`config.mk`:
```
export PLATFORM = sky130hd
export DESIGN_NAME = lfsr_decrypt
export DESIGN_NICKNAME = d
export VERILOG_FILES = /design/src/rtl/lfsr_decrypt.sv
export SDC_FILE = /design/constraint.sdc
export NUM_CORES = 1
export LEC_CHECK = 0
export CAP_MARGIN = 20
export CORE_MARGIN = 5
export CORE_UTILIZATION = 45
export DETAILED_ROUTE_END_ITERATION = 7
export PLACE_DENSITY = 0.72
export SLEW_MARGIN = 20
export SYNTH_ARGS = -nofsm -noshare
export SYNTH_HDL_FRONTEND = slang
export SYNTH_SLANG_ARGS = --single-unit
```
`constraint.sdc`:
```
create_clock -name clk -period 3.3 [get_ports clk]
set_clock_uncertainty 0.1 [all_clocks]
set_input_delay 0.66 -clock clk [delete_from_list [all_inputs] [get_ports clk]]
set_output_delay 0.66 -clock clk [all_outputs]
set_load 0.01 [all_outputs]
```
`src/rtl/lfsr_decrypt.sv`:
```
// rtl/lfsr_decrypt.sv - 6-bit LFSR descrambler: seed/tap recovery from preamble, in-place message write-back.
// Optional trailing space padding of the output region: LFSR_DECRYPT_SPACE_PAD_EN.
module lfsr_decrypt #(
  parameter logic [7:0] MSG_BASE = 8'd64,
  parameter logic [7:0] OUT_BASE = 8'd0,
  parameter int         MSG_LEN  = 64,
  parameter int         PRE_MIN  = 7,
  parameter logic [7:0] PRE_CHAR = 8'h5F
) (
  input  logic       clk,
  input  logic       init_n,
  input  logic       start,
  output logic [7:0] raddr,
  input  logic [7:0] data_out,
  output logic [7:0] waddr,
  output logic [7:0] data_in,
  output logic       write_en,
  output logic       busy,
  output logic       done,
  output logic       err,
  output logic [2:0] tap_idx
);

  typedef enum logic [2:0] {
    S_IDLE, S_SEED, S_CHECK, S_SELECT, S_DECODE, S_PAD, S_DONE
  } state_t;

`ifdef LFSR_DECRYPT_SPACE_PAD_EN
  localparam int JW = 9;
  localparam logic [8:0] OUT_LEN = 9'(MSG_LEN);
`else
  localparam int JW = 8;
`endif
  typedef logic [JW-1:0] j_t;

  localparam logic [7:0] CHECK_LAST  = 8'(PRE_MIN - 1);
  localparam logic [7:0] DECODE_LAST = 8'(MSG_LEN - 1);

  function automatic logic [5:0] tap_of(input logic [2:0] idx);
    case (idx)
      3'd0:    tap_of = 6'h21;
      3'd1:    tap_of = 6'h2D;
      3'd2:    tap_of = 6'h30;
      3'd3:    tap_of = 6'h33;
      3'd4:    tap_of = 6'h36;
      3'd5:    tap_of = 6'h39;
      default: tap_of = 6'h21;
    endcase
  endfunction

  function automatic logic [5:0] lfsr_step(input logic [5:0] s, input logic [5:0] taps);
    lfsr_step = {s[4:0], ^(s & taps)};
  endfunction

  state_t     state_q, state_d;
  logic [7:0] cnt_q, cnt_d;
  j_t         j_q, j_d;
  logic       strip_q, strip_d;
  logic [5:0] seed_q, seed_d;
  logic [5:0] cand_q [6];
  logic [5:0] cand_d [6];
  logic [5:0] mask_q, mask_d;
  logic [5:0] lfsr_q, lfsr_d;
  logic [2:0] tap_idx_q, tap_idx_d;
  logic       err_q, err_d;

  always_ff @(posedge clk or negedge init_n) begin
    if (!init_n) begin
      state_q   <= S_IDLE;
      cnt_q     <= '0;
      j_q       <= '0;
      strip_q   <= 1'b0;
      seed_q    <= '0;
      for (int c = 0; c < 6; c++) cand_q[c] <= '0;
      mask_q    <= '0;
      lfsr_q    <= '0;
      tap_idx_q <= '0;
      err_q     <= 1'b0;
    end else begin
      state_q   <= state_d;
      cnt_q     <= cnt_d;
      j_q       <= j_d;
      strip_q   <= strip_d;
      seed_q    <= seed_d;
      for (int c = 0; c < 6; c++) cand_q[c] <= cand_d[c];
      mask_q    <= mask_d;
      lfsr_q    <= lfsr_d;
      tap_idx_q <= tap_idx_d;
      err_q     <= err_d;
    end
  end

  logic [5:0] nxt;
  logic [7:0] dec;
  logic [2:0] sel;

  always_comb begin
    state_d   = state_q;
    cnt_d     = cnt_q;
    j_d       = j_q;
    strip_d   = strip_q;
    seed_d    = seed_q;
    cand_d    = cand_q;
    mask_d    = mask_q;
    lfsr_d    = lfsr_q;
    tap_idx_d = tap_idx_q;
    err_d     = err_q;
    raddr     = '0;
    waddr     = '0;
    data_in   = '0;
    write_en  = 1'b0;
    nxt       = '0;
    dec       = '0;
    sel       = '0;

    case (state_q)
      S_IDLE, S_DONE: begin
        if (start) begin
          state_d = S_SEED;
          err_d   = 1'b0;
        end
      end

      S_SEED: begin
        raddr  = MSG_BASE;
        seed_d = data_out[5:0] ^ PRE_CHAR[5:0];
        for (int c = 0; c < 6; c++) cand_d[c] = seed_d;
        // Upper two bits are never scrambled, so a mismatch there rules out every candidate.
        mask_d  = (data_out[7:6] == PRE_CHAR[7:6]) ? 6'h3F : 6'h00;
        cnt_d   = 8'd1;
        state_d = S_CHECK;
      end

      S_CHECK: begin
        raddr = MSG_BASE + cnt_q;
        for (int c = 0; c < 6; c++) begin
          nxt       = lfsr_step(cand_q[c], tap_of(3'(c)));
          cand_d[c] = nxt;
          if (data_out != ({2'b00, nxt} ^ PRE_CHAR)) mask_d[c] = 1'b0;
        end
        if (cnt_q == CHECK_LAST) state_d = S_SELECT;
        else                     cnt_d   = cnt_q + 8'd1;
      end

      S_SELECT: begin
        for (int c = 5; c >= 0; c--) begin
          if (mask_q[c]) sel = 3'(c);
        end
        if (mask_q == 6'h00) begin
          err_d   = 1'b1;
          state_d = S_DONE;
        end else begin
          tap_idx_d = sel;
          lfsr_d    = seed_q;
          cnt_d     = '0;
          j_d       = '0;
          strip_d   = 1'b1;
          state_d   = S_DECODE;
        end
      end

      S_DECODE: begin
        raddr  = MSG_BASE + cnt_q;
        dec    = data_out ^ {2'b00, lfsr_q};
        lfsr_d = lfsr_step(lfsr_q, tap_of(tap_idx_q));
        if (!(strip_q && dec == PRE_CHAR)) begin
          strip_d  = 1'b0;
          write_en = 1'b1;
          waddr    = OUT_BASE + j_q[7:0];
          data_in  = dec;
          j_d      = j_q + j_t'(1);
        end
        if (cnt_q == DECODE_LAST) begin
`ifdef LFSR_DECRYPT_SPACE_PAD_EN
          state_d = (j_d < OUT_LEN) ? S_PAD : S_DONE;
`else
          state_d = S_DONE;
`endif
        end else begin
          cnt_d = cnt_q + 8'd1;
        end
      end

`ifdef LFSR_DECRYPT_SPACE_PAD_EN
      S_PAD: begin
        write_en = 1'b1;
        waddr    = OUT_BASE + j_q[7:0];
        data_in  = 8'h20;
        j_d      = j_q + j_t'(1);
        if (j_d >= OUT_LEN) state_d = S_DONE;
      end
`endif

      default: state_d = S_IDLE;
    endcase
  end

  assign busy    = (state_q != S_IDLE) && (state_q != S_DONE);
  assign done    = (state_q == S_DONE);
  assign err     = err_q;
  assign tap_idx = tap_idx_q;

endmodule

```
==> metrics.txt <==
pin count of the biggest net entering global routing 79; vias in the first global route 3409; WL final 10700 µm; worst-margin pin slew 0.777 ns; R2R Setup Slk 1.01 ns; Int Power 0.00294 W; RR Startpoint state_q[1]; leakage power 2.52 nW; worst vdd ir 449 µV; drt pass-1 iters 4; Port Buffers 41; Syn Std Cell Area 4260 µm²; row count 35; CTS tree done; kind of critical path in -> out; fraction of layout cells with a size suffix above 1 11.6%; CTS sink count 78; top_reg_cell synth dfrtp_1; Setup TNS Final 0 ns; clk_lat worst skew 0.36 ns; diode count 0; Die Area 11500 µm²; maximum operating frequency 316 MHz; Setup crit start kind input pin; Hold Fails Final Rpt 0; synthesis-stage register bit count 78; crit path max fanout 13; Vias/cell 5.66; average size of a mapped cell 9.99 µm²; CP max-delay cell clkdlybuf4s50_1; clock buffer depth 2; io pins 42; Root Buffer Master clkbuf_8; fin crit period 3.16 ns; worst path cell trace clkdlybuf4s50_1 -> xnor2_2 -> nor4b_2 -> a31o_2 -> inv_4 -> clkdlybuf4s50_1; top cells by area, synth dfrtp_1, a221o_1, xnor2_1; drt wl/cell 17.6 µm; initial antenna violation count 0; Hold/Removal Path Class in -> async; cell taking the most area after synthesis dfrtp_1; cells on worst reg2reg path 6; Crit Reg-Reg Endpoint mask_q[3]; H-tree depth 3; total power 0.00494 W; Core Area 9240 µm²; Yosys warnings 0; DRC 0; clock power share 15.2%; # hold bufs at CTS 0; buffers inserted by post-CTS timing repair 0; post-synth net total 441; Max stage delay on crit path 0.53 ns; first-pass GRT wire length 17500 µm; antenna viol nets, final 0; sw frac 40.5%; library cells used by synthesis 54; CP endpoint write_en; die width 107 µm; Area Overhead vs Synth 20.8%; GRT Util Overall 19.2%; Rel. slew slack 48.0%; Worst-path clk slew 0.08 ns; most common cell in the netlist dfrtp_1; Seq/Total Area, Yosys 45.9%; CTS Buf Count 9; Post-synth EDFFs 0; Synth top area share 45.9%; Critical Path Most Common Cell clkdlybuf4s50_1; CP arrival 2.40 ns; P_sw 0.00200 W; RSZ-0062 raised after global routing no; DP Wirelength 7130 µm; Hold Worst Slack 0.223 ns; Comb pwr share 47.6%; Final setup viols 0; Slew Limit Fails 0; Tcrit/Tclk final 95.9%; synth cell count leaders dfrtp_1, xnor2_1, a221o_1, nor2_1, nand2_1; First DRT Iteration DRCs 246; routability cong. 0.808; Mapped Cells 426; max-cap viol count 0; via count 3424; Cell Pwr Density 962 nW/µm²; Flop pwr share 37.3%; nets@finish 486; initial core utilization 46.1%; total gr overflow 0; Worst Path Required 2.54 ns; CP Capture Type output pin; Die H 107 µm; fraction of registers with async set/reset 100%; status finished clean; Worst Setup SP data_out[0]
## layer usage
| layer | GRT usage, % | part of all wire, % | vias up |
|---|---|---|---|
| li1 | - | - | 1623 |
| met1 | 26.5 | 46 | 1693 |
| met2 | 30.8 | 48 | 96 |
| met3 | 4.26 | 5.1 | 12 |
| met4 | 4.84 | 1.0 | 0 |
| met5 | 0 | 0 | - |
## kinds of logic (layout without fill, tap and decap cells)
| family | count (synthesis) | in the layout | synth area share [%] |
|---|---|---|---|
| DFF | 78 | 78 | 45.9 |
| AOI/OAI and AO/OA | 102 | 102 | 18.5 |
| adders and majority gates | 4 | 4 | 1.18 |
| xor gates and xnor gates | 62 | 62 | 12.8 |
| and+or+nand+nor | 138 | 138 | 16.9 |
| muxes | 3 | 3 | 0.941 |
| buffers and inverters | 39 | 89 | 3.82 |
## registers in the layout, indices dropped and copies added (netlist names)
name	cells
err	1
state_q	3
tap_idx	3
seed_q	6
mask_q	6
strip_q	1
j_q	8
lfsr_q	6
cand_q	36
cnt_q	8
## layout make-up
cell class | instances | area [µm²]
timing repair buffer | 59 | 588
clock buffer | 12 | 155
multi-input combinational | 309 | 2180
fill | 811 | 4100
clock inverter | 4 | 45.0
inverter | 14 | 55.1
tap | 129 | 161
sequential | 78 | 1950
## layout by cell type (no fill, tap or decap), types with 4 or more instances in the layout
cell and n:
dfrtp_1 78, a221o_1 36, xnor2_1 34, nor2_1 33, nand2_1 30, xor2_1 24
clkdlybuf4s50_1 22, and2_1 19, o21ai_0 18, buf_4 17, dlymetal6s2s_1 16, nand3_1 14
inv_1 13, nand4_1 11, clkbuf_8 11, a21oi_1 8, a21o_1 7, nand2b_1 6
a22oi_1 6, nor3_1 5, a31oi_1 5, xnor2_2 4, o21ai_1 4, ha_1 4
## power by group through the flow
stage	combinational (W)	clock (W)	sequential, W
finish	0.00235	0.000750	0.00184
detailed placement	0.00232	0	0.00184
global route	0.00260	0.000800	0.00191
floorplan	0.00176	0	0.00170
CTS	0.00235	0.000763	0.00183
global placement	0.00227	0	0.00182
## worst min path at each step
stage                          from        end  depth (start not counted)
after floorplan              init_n  cand_q[0]                          0
after global placement    seed_q[0]  seed_q[0]                          1
after detailed placement  seed_q[1]  seed_q[1]                          1
after CTS                 seed_q[1]  seed_q[1]                          1
after global routing         init_n     j_q[3]                          1
final                        init_n     j_q[3]                          1
## worst max-delay path, delay by kind of cell
kind | cells | cell delay (ns)
buffers and inverters | 3 | 1.08
xor gates and xnor gates | 1 | 0.20
AOI/OAI and AO/OA | 1 | 0.23
and+or+nand+nor | 1 | 0.22
## through the flow
stage	cells	setup WS, ns	utilization (%)	cell area, µm²
2_1_floorplan	426	0.535	-	4260
6_report	605	0.136	55.6	5140
5_1_grt	605	0.0484	55.6	5140
3_5_place_dp	589	-0.0215	52.6	4860
4_1_cts	605	0.0133	54.8	5070
3_3_place_gp	589	-0.00489	52.6	4860
## what timing repair did
action | in CTS | in global routing
gates resized for setup | 4 | 21
hold endpoints to repair | 0 | 0
pin swaps | 1 | 0
setup endpoints to repair | 11 | 14
No activity file was read; power rests on OpenSTA's default activity.
